**src/rtl/wb_pkg.sv**
```systemverilog
// wb_pkg: shared widths, the long-latency queue entry type and the default
// queue depth for the writeback arbiter.
package wb_pkg;

  localparam int XLEN          = 32;
  localparam int REG_AW        = 5;
  localparam int QDEPTH_DEFAULT = 4;

  // One buffered long-latency result: destination register plus data.
  typedef struct packed {
    logic [REG_AW-1:0] rd;
    logic [XLEN-1:0]   data;
  } wb_entry_t;

  // One-hot decode of a register index, with x0 never marked.
  function automatic logic [XLEN-1:0] reg_onehot(input logic [REG_AW-1:0] r);
    logic [XLEN-1:0] m;
    m = '0;
    if (r != '0) m[r] = 1'b1;
    return m;
  endfunction

endpackage

```
**src/rtl/wb_fifo.sv**
```systemverilog
// wb_fifo: synchronous circular FIFO of wb_entry_t. Pointers carry one extra
// wrap bit so that full and empty are distinguished by the pointer difference.
// Head entry is presented combinationally on dout.
import wb_pkg::*;

module wb_fifo #(
  parameter int QDEPTH = QDEPTH_DEFAULT
) (
  input  logic                     clk,
  input  logic                     rst,
  input  logic                     push,
  input  logic                     pop,
  input  wb_entry_t                din,
  output wb_entry_t                dout,
  output logic                     full,
  output logic                     empty,
  output logic [$clog2(QDEPTH):0]  count
);

  localparam int AW = $clog2(QDEPTH);
  localparam logic [AW:0] FULL_CNT = (AW+1)'(QDEPTH);

  wb_entry_t   mem [QDEPTH];
  logic [AW:0] wptr;
  logic [AW:0] rptr;
  logic        do_push;
  logic        do_pop;

  assign count   = wptr - rptr;
  assign full    = (count == FULL_CNT);
  assign empty   = (count == '0);
  assign dout    = mem[rptr[AW-1:0]];
  // A push into a full queue is refused even if a pop happens alongside it;
  // the producer sees ready from the pre-pop state.
  assign do_push = push && !full;
  assign do_pop  = pop && !empty;

  // Pointer update; reset empties the queue.
  always_ff @(posedge clk) begin
    if (rst) begin
      wptr <= '0;
      rptr <= '0;
    end else begin
      if (do_push) wptr <= wptr + 1'b1;
      if (do_pop)  rptr <= rptr + 1'b1;
    end
  end

  // Storage write; contents need no reset since pointers gate visibility.
  always_ff @(posedge clk) begin
    if (do_push) mem[wptr[AW-1:0]] <= din;
  end

endmodule

```
**src/rtl/wb_arbiter.sv**
```systemverilog
// wb_arbiter: merges never-stalled pipeline results and queued long-latency
// results onto the single register-file write port, and keeps a per-register
// busy scoreboard for issue logic.
//
// Build option: define WB_BYPASS_EN to let a long-latency result go straight
// to the write port when the queue is empty and no ALU write wins that cycle.
//
// Handshake: lsu_ready depends only on queue state (!full), never on
// lsu_valid; a result transfers on any cycle where lsu_valid && lsu_ready at
// the rising edge of clk.
import wb_pkg::*;

module wb_arbiter #(
  parameter int QDEPTH = QDEPTH_DEFAULT
) (
  input  logic                     clk,
  input  logic                     rst,
  input  logic                     alu_valid,
  input  logic [REG_AW-1:0]        alu_rd,
  input  logic [XLEN-1:0]          alu_data,
  input  logic                     lsu_valid,
  output logic                     lsu_ready,
  input  logic [REG_AW-1:0]        lsu_rd,
  input  logic [XLEN-1:0]          lsu_data,
  input  logic                     iss_valid,
  input  logic [REG_AW-1:0]        iss_rd,
  output logic [XLEN-1:0]          busy,
  output logic                     stall_req,
  output logic [$clog2(QDEPTH):0]  q_count,
  output logic                     rf_we,
  output logic [REG_AW-1:0]        rf_wa,
  output logic [XLEN-1:0]          rf_wd
);

  wb_entry_t       q_din;
  wb_entry_t       q_head;
  logic            q_full;
  logic            q_empty;
  logic            q_push;
  logic            q_pop;
  logic            lsu_hs;
  logic            alu_win;
  logic            byp;
  logic            wr_en;
  logic [REG_AW-1:0] wr_addr;
  logic [XLEN-1:0] wr_data;
  logic [XLEN-1:0] clr_mask;
  logic [XLEN-1:0] set_mask;

  assign lsu_ready = !q_full;
  assign stall_req = q_full;
  assign lsu_hs    = lsu_valid && lsu_ready;
  assign alu_win   = alu_valid && (alu_rd != '0);
  assign q_din     = '{rd: lsu_rd, data: lsu_data};

`ifdef WB_BYPASS_EN
  assign byp = lsu_hs && q_empty && !alu_win;
`else
  assign byp = 1'b0;
`endif

  assign q_push = lsu_hs && !byp;
  assign q_pop  = !alu_win && !q_empty;

  wb_fifo #(.QDEPTH(QDEPTH)) u_fifo (
    .clk   (clk),
    .rst   (rst),
    .push  (q_push),
    .pop   (q_pop),
    .din   (q_din),
    .dout  (q_head),
    .full  (q_full),
    .empty (q_empty),
    .count (q_count)
  );

  // Write-port selection in priority order: ALU, queue head, bypassed result.
  // Queue-sourced writes to x0 are consumed without writing.
  always_comb begin
    wr_en    = 1'b0;
    wr_addr  = rf_wa;
    wr_data  = rf_wd;
    clr_mask = '0;
    if (alu_win) begin
      wr_en   = 1'b1;
      wr_addr = alu_rd;
      wr_data = alu_data;
    end else if (q_pop) begin
      wr_en    = (q_head.rd != '0);
      wr_addr  = q_head.rd;
      wr_data  = q_head.data;
      clr_mask = reg_onehot(q_head.rd);
    end else if (byp) begin
      wr_en    = (lsu_rd != '0);
      wr_addr  = lsu_rd;
      wr_data  = lsu_data;
      clr_mask = reg_onehot(lsu_rd);
    end
  end

  // Issue-side scoreboard set; x0 is never marked.
  always_comb begin
    set_mask = '0;
    if (iss_valid) set_mask = reg_onehot(iss_rd);
  end

  // Registered write port and scoreboard; a set beats a same-cycle clear.
  always_ff @(posedge clk) begin
    if (rst) begin
      rf_we <= 1'b0;
      rf_wa <= '0;
      rf_wd <= '0;
      busy  <= '0;
    end else begin
      rf_we <= wr_en;
      rf_wa <= wr_addr;
      rf_wd <= wr_data;
      busy  <= ((busy & ~clr_mask) | set_mask) & ~XLEN'(1);
    end
  end

endmodule

```
**config.mk**
```make
export PLATFORM = sky130hd
export DESIGN_NAME = wb_arbiter
export DESIGN_NICKNAME = d
export VERILOG_FILES = /design/src/rtl/wb_pkg.sv /design/src/rtl/wb_fifo.sv /design/src/rtl/wb_arbiter.sv
export SDC_FILE = /design/constraint.sdc
export NUM_CORES = 1
export LEC_CHECK = 0
export BUFFER_PORTS_ARGS = -buffer_cell sky130_fd_sc_hd__buf_2
export CORE_ASPECT_RATIO = 2
export CORE_MARGIN = 8
export CORE_UTILIZATION = 42
export CTS_CLUSTER_DIAMETER = 30
export DETAILED_ROUTE_END_ITERATION = 10
export PLACE_DENSITY_LB_ADDON = 0.15
export RECOVER_POWER = 50
export SLEW_MARGIN = 40
export SYNTH_ARGS = -nofsm -noshare
export SYNTH_HDL_FRONTEND = slang
export SYNTH_SLANG_ARGS = --single-unit
```
**constraint.sdc**
```tcl
create_clock -name clk -period 3.85 [get_ports clk]
set_input_delay 0.5775 -clock clk [delete_from_list [all_inputs] [get_ports clk]]
set_output_delay 0.5775 -clock clk [all_outputs]
set_load 0.03 [all_outputs]
```
# --- Word-level counts from Yosys, hierarchy flattened ---
# Memory sizes are Yosys's and may differ from the RTL's. A register that Yosys moved wholly into a read port is not among the register bits.
# Cells that the tools add are included.
op_classes:
  addsub: 3
  magnitude_cmp: 4
  n_mux: 19
  n_bitwise: 3
  n_eq_ne: 1
  reduce_logical: 15
op_table:
  columns: ["operator", "count"]
  rows:
  - ["2-to-1 mux 32 bit", 7]
  - ["AND 32 bit", 1]
  - ["inverter 32 bit", 1]
  - ["OR 32 bit", 1]
  - ["nonzero test 5 bit", 3]
  - ["< comparator 5 x 6 -> 1 bit, second input constant", 2]
  - ["demux 1 bit (select 5 bit)", 2]
  - ["greater-or-equal comparator 5 x 1 -> 1 bit, second input constant", 2]
  - ["2-to-1 mux 5 bit", 2]
  - ["logical AND 1 bit", 7]
  - ["adder 3 x 1 -> 3 bit, second input constant", 2]
  - ["2-to-1 mux 1 bit", 6]
  - ["2-to-1 mux 2 bit", 2]
  - ["== test 3 bit, second input constant", 1]
  - ["logical NOT 1 bit", 3]
  - ["logical NOT 3 bit", 1]
  - ["subtractor 3 bit", 1]
  - ["nonzero test 2 bit", 1]
word_totals:
  out_inout_bits: 75
  reg_bits: 76
  mem_count: 1
  inputBits: 84
  word_cells: 53
  ramBits: 148
mem_list:
  columns: ["memory", "words", "word_bits", "rd", "rd_ports_with_merged_regs", "wr", "line", "rtl"]
  rows:
  - ["u_fifo.mem", 4, 37, 1, 1, 1, "wb_fifo.sv:23", "wb_entry_t mem [QDEPTH];"]

# --- Depth between registers and ports, before layout ---
# Gate-level depths: netlist (run 1).
logic_depth:
  word_depth: 10
  ltp_mapped: 10
  mapped_depth_nobuf: 7

# --- By module ---
# From an unflattened synthesis (run 1), not the netlist that was laid out.
unflattened:
  cells_unflattened: 639
  area_unflattened_um2: 9457.8
by_module_without_submodules:
  columns: ["mod", "seq_area_each_um2", "area_each_um2", "cells_each", "instances"]
  rows:
  - ["wb_fifo", 4604.4, 5841.9, 249, 1]
  - ["wb_arbiter", 1381.3, 3616.0, 390, 1]

# --- Worst setup path before layout (run 1) ---
# No wires, ideal clock.
synth_path:
  path_kind: "register to register"
  from: "register u_fifo.wptr[0]"
  to: "memory u_fifo.mem[0][0] in the netlist's numbering (enable)"
  required_ns: 3.452
  n_path_buf: 0
  path_slack_ns: 0.928
  path_stages_with_launch: 8
  arrival_ns: 2.524
  period_less_slack_ns: 2.922
  setup_ns: 0.398
  cell_sequence: "dfxtp_1 -> inv_1 -> ha_1 -> fa_1 -> xnor3_1 -> nor2_1 -> nor2b_1 -> and2_1"
synth_between:
  elab_chain_len: 7
synth_lines:
  columns: ["item", "line", "rtl"]
  rows:
  - ["start, declared", "wb_fifo.sv:24", "logic [AW:0] wptr;"]
  - ["start signal, assigned", "wb_fifo.sv:44", "if (do_push) wptr <= wptr + 1'b1;"]
  - ["subtractor 3 bit (*)", "wb_fifo.sv:29", "assign count = wptr - rptr;"]
  - ["== test 3 bit (*)", "wb_fifo.sv:30", "assign full = (count == FULL_CNT);"]
  - ["net stall_req", "wb_arbiter.sv:28", "output logic stall_req,"]
  - ["logical NOT 1 bit (*)", "wb_fifo.sv:35, wb_arbiter.sv:50", null]
  - ["logical AND 1 bit", "wb_arbiter.sv:52", "assign lsu_hs = lsu_valid && lsu_ready;"]
  - ["logical AND 1 bit (*)", "wb_fifo.sv:35", "assign do_push = push && !full;"]
  - ["2-to-1 mux 1 bit (*)", "wb_fifo.sv:51", "if (do_push) mem[wptr[AW-1:0]] <= din;"]
  - ["2-to-1 mux 1 bit (implied by the code) (*)", "wb_fifo.sv:51", null]
  - ["end, declared", "wb_fifo.sv:23", null]
# The timed path passes the listed nets; every way through them passes the cells marked *.

# --- Final worst setup path (run 1) ---
layout_path:
  from: "register u_fifo.wptr[0]"
  to: "output port lsu_ready"
layout_between:
  elab_chain_len: 3
layout_lines:
  columns: ["item", "line", "rtl"]
  rows:
  - ["subtractor 3 bit", "wb_fifo.sv:29", null]
  - ["== test 3 bit", "wb_fifo.sv:30", null]
  - ["logical NOT 1 bit", "wb_arbiter.sv:50", "assign lsu_ready = !q_full;"]
  - ["end, declared", "wb_arbiter.sv:22", "output logic lsu_ready,"]
# Every way passes these cells.

==> results.md, run 1 <==
* Fmax at 346.4 MHz
* Final instance area at 11,040 sq um
* All-Layer GR Usage at 15.34%
* Fin crit share at 74.98%
* Sw Ratio at 33.77%
* Top-area cell type share of the netlist area at 49.35%
* R2R Setup Slk at 1.00 ns
* Area leader, netlist: edfxtp_1
* Routed Antenna Nets at 0
* Drt via density at 5.271
* Min Tclk post-route at 2.887 ns
* CP Capture Type: output pin
* CORE AREA at 21,300 sq um
* Layout cell share with drive strength beyond 1 at 21.36%
* Syn Area/Cell at 14.86 sq um
* Reg area at 5988 sq um
* Crit Path Max Fanout at 6
* Standard-cell row count at 76
* 1st-pass router iterations at 5
* Max Slew Vio Count at 0
* Reg clk slew, reported paths at 0.05 ns
* Crit-path max cell delay at 0.53 ns
* Vias in the first global route at 5,986
* Max IR drop VDD at 0.0005354 V
* Pint at 6052 uW
* Area fraction in compound gates after synthesis at 8.475%
* Worst-skew pair later-pin latency at 0.55 ns
* CTS tree: yes
* End of the critical path: lsu_ready
* WP data required at 3.27 ns
* Commonest non-fill, non-tap cell in the layout: edfxtp_1
* # placed instances at 1,013
* Detailed Route Iter0 Violations at 308
* Post-DP HPWL at 14.16 mm
* Most frequent cells in the layout: edfxtp_1, clkbuf_1, nor2_1, dfxtp_1, buf_2
* Crit. Startpoint: u_fifo.wptr[0]
* Layout Cells excl Fill at 1,069
* Synth Area in Adders at 1.056%
* Max-cap viol count at 0
* Via count at 5,635
* Multi-input logic area at 2795 sq um
* First-pass GRT wire length at 32.75 mm
* Initial antenna violation count at 0
* Synth Area in XOR/XNOR at 0.4446%
* Setup Crit Path Kind: flop to output pin
* Unrepaired setup endpoints after global routing: no
* Hold Fails Final Rpt at 0
* PwrDens at 828.0 nW/um^2
* FF-to-FF path depth at 8
* Fillers at 1,924
* CTS Root Cell: clkbuf_16
* CTS buffer count at 30
* Grt ovf at 0
* H-tree depth at 1
* #FFs+latches synth at 225
* # diodes at 0
* Simple-Gate Fraction of Synth Area at 7.697%
* P_sw at 3085 uW
* Synth Warn # at 0
* Data arrival time of the worst path at 2.31 ns
* Synth area leaders: edfxtp_1, dfxtp_1, mux4_2, mux2i_1, nor2_1
* DRC at 0
* Cells after Synth at 606
* Placed Area at 10,080 sq um
* Hold buffer count at cts at 0
* Cts repair resizes at 0
* Mapped Area at 9006 sq um
* Leakage at 0.003777 uW
* Clk_skew at 0.02404 ns
* Io pins at 159
* Startpoint types: flop
* Main combinational cell family by area after synthesis: multiplexers
* Maximum clock path buffer count at 3
* Outcome: complete, no violations
* Area Growth Syn to Fin at 22.53%
* WL per Instance at 19.45 um
* Slew Limit Headroom at 51.21%
* Post CTS Setup Buffer Count at 0
* Comb power frac at 32.9%
* Post-route core utilization at 51.81%
* Port-buffer cells at 157
* Sequential power share at 35.2%
* Largest net degree at the start of global routing at 73
* Worst-path cell chain: inv_1, ha_1, fa_1, nand2_1, nor2_1, inv_1, buf_2
* DIE WIDTH at 119.5 um
* Die Y at 223.1 um
* Final #Nets at 863
* Synthesized net count at 697
* Clock network power share at 32.0%
* Setup TNS at 0 ns
* Post-synth cell types at 47
* Slowest-stage cell, CP: fa_1
* Initial Util at 42.28%
* Die area at 26,670 sq um
* Multiplexer area fraction after synthesis at 13.14%
* Final Setup Violations at 0
* CP most frequent cell: inv_1
* Capture point of the worst reg-to-reg path: u_fifo.mem[0][4]
* Worst-margin pin slew at 0.7319 ns
* Clock sinks at 225
* Sequential area share after synthesis at 66.46%
* Hold Crit Class: input port to flop
* Routability Congestion at 0.7975
* Routed WL at 20.80 mm
* FF-to-FF Start: u_fifo.wptr[0]
[cell type report]
| class | instances | share of cell area, % |
|---|---|---|
| inverters | 9 | 0.3061 |
| multi-input cells | 333 | 25.33 |
| clock inverters | 24 | 2.925 |
| flip-flops and latches | 225 | 54.26 |
| repair buffers | 173 | 7.211 |
| well taps | 273 | 3.095 |
| clock buffers | 32 | 6.871 |
[through the flow]
| step | hold slack (ns) | power (uW) | setup WS [ns] |
|---|---|---|---|
| floorplan | 0.4689 | 5616 | 0.9283 |
| global placement | 0.4635 | 6262 | 1.040 |
| detailed placement | 0.4741 | 6363 | 0.9576 |
| CTS | 0.2058 | 9326 | 0.9347 |
| global route | 0.2662 | 9602 | 0.8098 |
| finish | 0.2594 | 9138 | 0.9634 |
[power by group through the flow]
stage / Sequential (uW) / Clock (uW) / Combinational, uW
final: 3210 / 2920 / 3000
after global routing: 3260 / 3080 / 3260
after floorplan: 3410 / 0 / 2200
after global placement: 3250 / 0 / 3010
after CTS: 3220 / 3000 / 3110
after detailed placement: 3270 / 0 / 3090
[how the worst min path moves through the flow]
stage / slack [ns] / to / start / depth (start not counted)
floorplan: 0.47 / u_fifo.rptr[2] / u_fifo.rptr[2] / 2
global placement: 0.46 / busy[7] / busy[7] / 2
detailed placement: 0.47 / rf_wa[3] / rf_wa[3] / 2
CTS: 0.21 / u_fifo.mem[1][20] / lsu_data[20] / 1
global route: 0.27 / rf_wa[0] / alu_rd[0] / 3
finish: 0.26 / rf_wa[0] / alu_rd[0] / 3
[synth_stat cells, drive strengths merged]
master and n:
o31ai 3, inv 9, nor3b 4, edfxtp 148, ha 6, buf 19
mux4 37, nor4b 1, o21ai 7, nor2b 5, nand3b 6, nand2 20
nand3 3, a21oi 21, xnor2 2, o41ai 11, a311oi 17, and3b 2
a31oi 2, nor2 80, or2 2, or3b 3, a21boi 3, mux2i 35
or4 2, nor3 7, or3 2, o21a 1, clkbuf 20, o211ai 1
a221oi 1, dfxtp 77, fa 1, xnor3 1, and3 2, a211oi 39
and2 3, conb 1, nand2b 2
[per-layer routing]
layer / part of all wire (%) / vias to the layer above / track usage (%)
li1: - / 2688 / -
met1: 41 / 2735 / 18.44
met2: 50 / 176 / 25.86
met3: 6.5 / 36 / 3.748
met4: 2.3 / 0 / 5.880
met5: 0 / - / 0
[cell families after synthesis]
logic type,count (synthesis)
other,1
muxes,72
DFF,225
adders and majority gates,7
xor gates and xnor gates,3
and+or+nand+nor,144
AOI/OAI and AO/OA,106
buffers and inverters,48
[flip-flops by register name, indices dropped and copies added (netlist names), named ones only]
name and count:
busy 31, u_fifo.mem 148, rf_we 1, rf_wa 5, rf_wd 32, u_fifo.wptr 3
u_fifo.rptr 3
[worst max-delay path: cells and delay by family, from the launching register on]
family | cells | cell delay, ns
simple gates | 2 | 0.32
flops | 1 | 0.35
buf+inv | 3 | 0.36
fa+ha+maj | 2 | 0.74
Note: power is estimated with default switching activity, not from simulation.
==> inputs of run 2 (changes only) <==
--- a/config.mk
+++ b/config.mk
@@ -5,6 +5,7 @@
 export SDC_FILE = /design/constraint.sdc
 export NUM_CORES = 1
 export LEC_CHECK = 0
+export ABC_AREA = 1
 export BUFFER_PORTS_ARGS = -buffer_cell sky130_fd_sc_hd__buf_2
 export CORE_ASPECT_RATIO = 2
 export CORE_MARGIN = 8
==> constraint.sdc (replaced) <==
create_clock -name clk -period 2.8 [get_ports clk]
set_input_delay 0.42 -clock clk [delete_from_list [all_inputs] [get_ports clk]]
set_output_delay 0.42 -clock clk [all_outputs]
set_load 0.03 [all_outputs]
==> run 2 against run 1 <==
Final cell count increased by 28%. Utilization shrank 0.76 points. Clock-buffer cell count is 2 lower. Wire length grew 16%. Non-clock buffer count is the same. First-iteration DRC count is 51% higher. Die area is 1.2% higher. Register-to-register slack worse by 0.67 ns. Synthesized area increased by 1.4%. Total power rose by 31%. Hold slack lost 0.11 ns.
==> results.md, run 2 <==
* Hold path cells at 1 (was 3)
* Area Growth Syn to Fin at 20.16% (was 22.53%)
* CP most frequent cell: inv_1 (unchanged)
* Unrepaired setup endpoints after global routing: no (unchanged)
* Largest net degree at the start of global routing at 50 (was 73)
* Cts repair resizes at 0 (unchanged)
* Synth top cells by count: nand2_1, edfxtp_1, nor2_1 (was edfxtp_1, nor2_1, dfxtp_1)
* Final #Nets at 1,161 (was 863)
* Outcome: complete, no violations (unchanged)
* Post-route core utilization at 51.05% (was 51.81%)
* Post-synth cell types at 31 (was 47)
* Routed Antenna Nets at 0 (unchanged)
* Area leader, netlist: edfxtp_1 (unchanged)
* Slowest-stage cell, CP: fa_1 (unchanged)
* Post-synth EDFFs at 148 (unchanged)
* Commonest non-fill, non-tap cell in the layout: nand2_1 (was edfxtp_1)
* Vias in the first global route at 7,094 (was 5,986)
* Synthesized net count at 1,004 (was 697)
* # placed instances at 1,314 (was 1,013)
* Capture point of the worst reg-to-reg path: u_fifo.mem[1][5] (was u_fifo.mem[0][4])
* Setup TNS at 0 ns (unchanged)
* Multi-input logic area at 2805 sq um (was 2795 sq um)
* 1st-pass router iterations at 6 (was 5)
* All-Layer GR Usage at 17.79% (was 15.34%)
* Post-DP HPWL at 16.07 mm (was 14.16 mm)
* Maximum clock path buffer count at 3 (unchanged)
* First-pass GRT wire length at 37.47 mm (was 32.75 mm)
* Crit Path Max Fanout at 5 (was 6)
* Routed WL at 24.04 mm (was 20.80 mm)
* Min Tclk post-route at 2.576 ns
* Clock sinks at 225 (unchanged)
* Routability Congestion at 0.8733 (was 0.7975)
* Worst-path cell chain: inv_1, ha_1, fa_1, nand2_1, inv_1, nand2_4, inv_1, buf_2 (was inv_1, ha_1, fa_1, nand2_1, nor2_1, inv_1, buf_2)
* Comb power frac at 34.5% (was 32.9%)
* Reg clk slew, reported paths at 0.06 ns (was 0.05 ns)
* Most frequent cells in the layout: nand2_1, edfxtp_1, nor2_1, clkbuf_1, o21ai_0 (was edfxtp_1, clkbuf_1, nor2_1, dfxtp_1, buf_2)
* Sequential area share after synthesis at 65.55% (was 66.46%)
* Post-synth top flop: edfxtp_1 (unchanged)
* Initial antenna violation count at 1 (was 0)
* Reg area at 5988 sq um (unchanged)
* Crit path buf inv count at 4 (was 3)
* Sw Ratio at 39.30% (was 33.77%)
* DIE WIDTH at 120.3 um (was 119.5 um)
* DRC at 0 (unchanged)
* CTS Root Cell: clkbuf_16 (unchanged)
* Synth Warn # at 0 (unchanged)
* CP Capture Type: output pin (unchanged)
* Max Slew Vio Count at 0 (unchanged)
* Fillers at 2,058 (was 1,924)
* FF-to-FF Start: u_fifo.wptr[0] (unchanged)
* CORE AREA at 21,490 sq um (was 21,300 sq um)
* PwrDens at 1087 nW/um^2 (was 828.0 nW/um^2)
* Die area at 27,000 sq um (was 26,670 sq um)
* Syn Area/Cell at 10.00 sq um (was 14.86 sq um)
* Levels on crit path at 8 (was 7)
* Worst setup margin at 0.2242 ns (was 0.9634 ns)
* WL per Instance at 17.61 um (was 19.45 um)
* Clock network power share at 28.1% (was 32.0%)
* Leakage at 0.004056 uW (was 0.003777 uW)
* Final Setup Violations at 0 (unchanged)
* #FFs+latches synth at 225 (unchanged)
* Worst-skew pair later-pin latency at 0.54 ns (was 0.55 ns)
* Drt via density at 5.037 (was 5.271)
* Worst-margin pin slew at 0.7835 ns (was 0.7319 ns)
* Most numerous cell in the Yosys netlist: nand2_1 (was edfxtp_1)
* Setup Crit Path Kind: flop to output pin (unchanged)
* Max FFs per register at 148 (unchanged)
* Hold buffer count at cts at 0 (unchanged)
* Dpl ws at 0.3257 ns (was 0.9576 ns)
* Cell family with most CP delay: adder cells (unchanged)
* Standard-cell row count at 76 (unchanged)
* Mapped Area at 9131 sq um (was 9006 sq um)
* WP data required at 2.38 ns (was 3.27 ns)
* Synth area leaders: edfxtp_1, dfxtp_1, nand2_1, nor2_1, o21ai_0 (was edfxtp_1, dfxtp_1, mux4_2, mux2i_1, nor2_1)
* Cells after Synth at 913 (was 606)
* Clk_skew at 0.02115 ns (was 0.02404 ns)
* Initial Util at 42.49% (was 42.28%)
* CTS tree: yes (unchanged)
* Die Y at 224.5 um (was 223.1 um)
* Crit. Startpoint: u_fifo.wptr[0] (unchanged)
* P_sw at 4687 uW (was 3085 uW)
* H-tree depth at 1 (unchanged)
* Top-area cell type share of the netlist area at 48.67% (was 49.35%)
* Fmax at 388.2 MHz
* Pint at 7240 uW (was 6052 uW)
* Tot Pwr at 11,930 uW (was 9138 uW)
* Max-cap viol count at 0 (unchanged)
* Crit-path max cell delay at 0.51 ns (was 0.53 ns)
* Fin crit share at 91.99%
* Grt ovf at 0 (unchanged)
* FF-to-FF path depth at 9 (was 8)
* R2R Setup Slk at 0.33 ns (was 1.00 ns)
* Detailed Route Iter0 Violations at 464 (was 308)
* Io pins at 159 (unchanged)
* End of the critical path: stall_req (was lsu_ready)
* Hold Fails Final Rpt at 0 (unchanged)
* Hold Crit Class: input port to flop (unchanged)
* Port-buffer cells at 157 (unchanged)
* CTS buffer count at 27 (was 30)
* Post CTS Setup Buffer Count at 0 (unchanged)
* Slew Limit Headroom at 47.58% (was 51.21%)
* Max IR drop VDD at 0.0005960 V (was 0.0005354 V)
* Synth async-reset ratio at 0% (unchanged)
* Via count at 6,876 (was 5,635)
* Layout cell share with drive strength beyond 1 at 14.02% (was 21.36%)
* Sequential power share at 37.4% (was 35.2%)
* Startpoint types: flop (unchanged)
* Data arrival time of the worst path at 2.16 ns (was 2.31 ns)
* Layout Cells excl Fill at 1,365 (was 1,069)
-- run 2: changes by cell type after synthesis, moves of 11 or more --
cell | before | now
nand2_1 | 20 | 245
o21ai_0 | 6 | 95
nor2_1 | 80 | 139
a211oi_1 | 39 | 1
mux4_2 | 37 | 0
mux2i_1 | 35 | 0
o22ai_1 | 0 | 32
a311oi_1 | 17 | 0
a21oi_1 | 21 | 37
inv_1 | 9 | 22
o41ai_1 | 11 | 0
-- run 2: power groups by stage --
stage	Clock [uW]	Sequential (uW)	Combinational [uW]
final	3350	4460	4120
after global routing	3560	4520	4620
after CTS	3410	4460	4300
after detailed placement	0	4520	4280
after global placement	0	4530	4260
after floorplan	0	4940	2640
-- run 2: metrics by stage --
step	cell area, sq um	hold slack [ns]
floorplan	9171	0.4537
global placement	10230	0.4438
detailed placement	10240	0.4475
CTS	11120	0.07906
global route	10970	0.1328
finish	10970	0.1478
-- run 2: how the worst min path moves through the flow --
stage	slack, ns	to	startpoint
detailed placement	0.45	busy[9]	busy[9]
global placement	0.44	busy[16]	busy[16]
finish	0.15	u_fifo.mem[0][14]	lsu_data[14]
floorplan	0.45	u_fifo.wptr[2]	u_fifo.wptr[2]
global route	0.13	u_fifo.mem[0][5]	lsu_data[5]
CTS	0.08	u_fifo.mem[1][14]	lsu_data[14]
-- run 2: final cells by class --
type / count / area share (%)
Clock inverter: 20 / 1.688
Timing Repair Buffer: 173 / 7.606
Inverter: 30 / 1.072
Multi-Input combinational cell: 613 / 25.57
Clock buffer: 30 / 6.352
Antenna cell: 1 / 0.02281
Tap cell: 273 / 3.113
Sequential cell: 225 / 54.58
-- run 2: cells by family after synthesis --
family | Yosys count | share of synthesized area, %
other | 1 | 0.04107
AND/OR/NAND/NOR | 429 | 19.13
buffers and inverters | 75 | 4.056
adder cells (fa/ha/maj) | 7 | 1.041
AO/OA/AOI/OAI | 176 | 10.18
flip-flops | 225 | 65.55
-- run 2: metal layers --
| metal | global-route usage (%) | wire [um] | vias to the layer above |
|---|---|---|---|
| met5 | 0 | 0 | - |
| met2 | 34.52 | 13040 | 198 |
| met3 | 3.416 | 1356 | 51 |
| met1 | 17.34 | 8718 | 3210 |
| met4 | 8.516 | 922 | 0 |
| li1 | - | - | 3417 |
==> inputs of run 3 (changes only) <==
--- a/config.mk
+++ b/config.mk
@@ -12,7 +12,7 @@
 export CORE_UTILIZATION = 42
 export CTS_CLUSTER_DIAMETER = 30
 export DETAILED_ROUTE_END_ITERATION = 10
-export PLACE_DENSITY_LB_ADDON = 0.15
+export PLACE_DENSITY = 0.61
 export RECOVER_POWER = 50
 export SLEW_MARGIN = 40
 export SYNTH_ARGS = -nofsm -noshare
==> run 3 against run 2 <==
Total power is 1.3% higher. Final cell count stayed put. Clock-buffer cell count is 1 lower. Design area rose by 0.32%. Largest cell class unchanged. Hold slack lost 0.0084 ns. Flip-flop and latch count unchanged. Via count grew 0.87%. Highest routed layer unchanged.
==> results.md, run 3 (same netlist as run 2, synthesis figures left out) <==
* Fillers at 2,089 (was 2,058)
* H-tree depth at 1 (unchanged)
* Max FFs per register at 148 (unchanged)
* Most frequent cells in the layout: nand2_1, edfxtp_1, nor2_1, clkbuf_1, o21ai_0 (unchanged)
* Die Y at 224.5 um (unchanged)
* Routed WL at 24.89 mm (was 24.04 mm)
* Max Slew Vio Count at 0 (unchanged)
* Layout cell share with drive strength beyond 1 at 14.21% (was 14.02%)
* Hold Crit Class: input port to flop (unchanged)
* Reg clk slew, reported paths at 0.06 ns (about the same)
* Clock sinks at 225 (unchanged)
* Clk_skew at 0.01405 ns (was 0.02115 ns)
* Max IR drop VDD at 0.0007947 V (was 0.0005960 V)
* Grt ovf at 0 (unchanged)
* Max-cap viol count at 0 (unchanged)
* Unrepaired setup endpoints after global routing: no (unchanged)
* Worst setup margin at 0.1942 ns (was 0.2242 ns)
* Cts repair resizes at 0 (unchanged)
* Setup TNS at 0 ns (unchanged)
* Crit Path Max Fanout at 5 (unchanged)
* Standard-cell row count at 76 (unchanged)
* Capture point of the worst reg-to-reg path: u_fifo.mem[3][35] (was u_fifo.mem[1][5])
* Commonest non-fill, non-tap cell in the layout: nand2_1 (unchanged)
* Vias in the first global route at 7,251 (was 7,094)
* Detailed Route Iter0 Violations at 543 (was 464)
* Post-route core utilization at 51.22% (was 51.05%)
* Routability Congestion at 0.8485 (was 0.8733)
* # placed instances at 1,316 (was 1,314)
* End of the critical path: stall_req (unchanged)
* Final Setup Violations at 0 (unchanged)
* Hold buffer count at cts at 0 (unchanged)
* Port-buffer cells at 157 (unchanged)
* First-pass GRT wire length at 38.65 mm (was 37.47 mm)
* Slew Limit Headroom at 45.77% (was 47.58%)
* Area Growth Syn to Fin at 20.54% (was 20.16%)
* Leakage at 0.004065 uW (was 0.004056 uW)
* Min Tclk post-route at 2.606 ns (was 2.576 ns)
* Fmax at 383.8 MHz (was 388.2 MHz)
* FF-to-FF Start: u_fifo.wptr[0] (unchanged)
* Initial Util at 42.49% (unchanged)
* Io pins at 159 (unchanged)
* Crit. Startpoint: u_fifo.wptr[0] (unchanged)
* Final #Nets at 1,162 (was 1,161)
* Largest net degree at the start of global routing at 76 (was 50)
* DIE WIDTH at 120.3 um (unchanged)
* Setup Crit Path Kind: flop to output pin (unchanged)
* All-Layer GR Usage at 18.20% (was 17.79%)
* Data arrival time of the worst path at 2.19 ns (was 2.16 ns)
* Drt via density at 5.081 (was 5.037)
* Die area at 27,000 sq um (unchanged)
* CORE AREA at 21,490 sq um (unchanged)
* Startpoint types: flop (unchanged)
* Worst-skew pair later-pin latency at 0.53 ns (was 0.54 ns)
* DRC at 0 (unchanged)
* Hold Fails Final Rpt at 0 (unchanged)
* Initial antenna violation count at 1 (unchanged)
* CP Capture Type: output pin (unchanged)
* R2R Setup Slk at 0.20 ns (was 0.33 ns)
* WP data required at 2.38 ns (about the same)
* Via count at 6,936 (was 6,876)
* Fin crit share at 93.07% (was 91.99%)
* CTS tree: yes (unchanged)
* Post CTS Setup Buffer Count at 0 (unchanged)
* PwrDens at 1098 nW/um^2 (was 1087 nW/um^2)
* WL per Instance at 18.23 um (was 17.61 um)
* Worst-margin pin slew at 0.8105 ns (was 0.7835 ns)
* CTS buffer count at 26 (was 27)
* 1st-pass router iterations at 5 (was 6)
* Layout Cells excl Fill at 1,365 (unchanged)
* Outcome: complete, no violations (unchanged)
* CTS Root Cell: clkbuf_16 (unchanged)
* Dpl ws at 0.3613 ns (was 0.3257 ns)
* Post-DP HPWL at 16.99 mm (was 16.07 mm)
* Maximum clock path buffer count at 3 (unchanged)
* Routed Antenna Nets at 0 (unchanged)
* FF-to-FF path depth at 9 (unchanged)
run 3: cell types whose count changed in the layout (fill, tap and decap cells not counted), sizes merged:
cell and change:
buf +2, bufinv +1, clkbuf -1, clkinv -5, clkinvlp +2, inv +1
run 3: per-stage QoR:
step	area [sq um]	total power [uW]	hold WS, ns
after global placement	10250	8816	0.4434
after global routing	11010	12800	0.1322
final	11010	12080	0.1394
after detailed placement	10250	8861	0.4543
after floorplan	9171	7578	0.4537
after CTS	11150	12330	0.07982
run 3: worst min-delay path by stage:
stage / to / slack (ns) / cells after the start / startpoint
floorplan: u_fifo.wptr[2] / 0.45 / 2 / u_fifo.wptr[2]
global placement: busy[14] / 0.44 / 2 / busy[14]
detailed placement: busy[24] / 0.45 / 2 / busy[24]
CTS: u_fifo.mem[1][6] / 0.08 / 1 / lsu_data[6]
global route: u_fifo.mem[2][6] / 0.13 / 1 / lsu_data[6]
finish: u_fifo.mem[1][6] / 0.14 / 1 / lsu_data[6]
run 3: critical path, stage by stage, from the launching register on:
cell and delay, ns:
dfxtp_1 0.36, inv_1 0.10, ha_1 0.20, fa_1 0.50, nand2_1 0.06, inv_1 0.12
nand2_4 0.07, inv_1 0.06, buf_2 0.19
run 3: final cells by class:
| cell class | count | area (sq um) | area share, % |
|---|---|---|---|
| sequential | 225 | 5988 | 54.40 |
| multi-input combinational | 613 | 2805 | 25.49 |
| timing repair buffer | 175 | 849.6 | 7.719 |
| clock buffer | 29 | 693.2 | 6.298 |
| tap | 273 | 341.6 | 3.103 |
| clock inverter | 19 | 209.0 | 1.898 |
| inverter | 30 | 117.6 | 1.069 |
| antenna | 1 | 2.502 | 0.02274 |
run 3: routing by layer:
layer  GRT usage [%]  vias up  wire length, um
met4           8.354        0              861
met5               0        -                0
met3           3.215       49             1374
met2           35.59      209            13730
li1                -     3407                -
met1           17.83     3271             8922
run 3: power breakdown:
part	internal [uW]	leakage, uW	total, uW	switching, uW
clock	2020	0.000423	3430	1410
combinational	1090	0.00165	4210	3120
sequential	4210	0.00199	4440	233
total	7320	0.00406	12100	4760
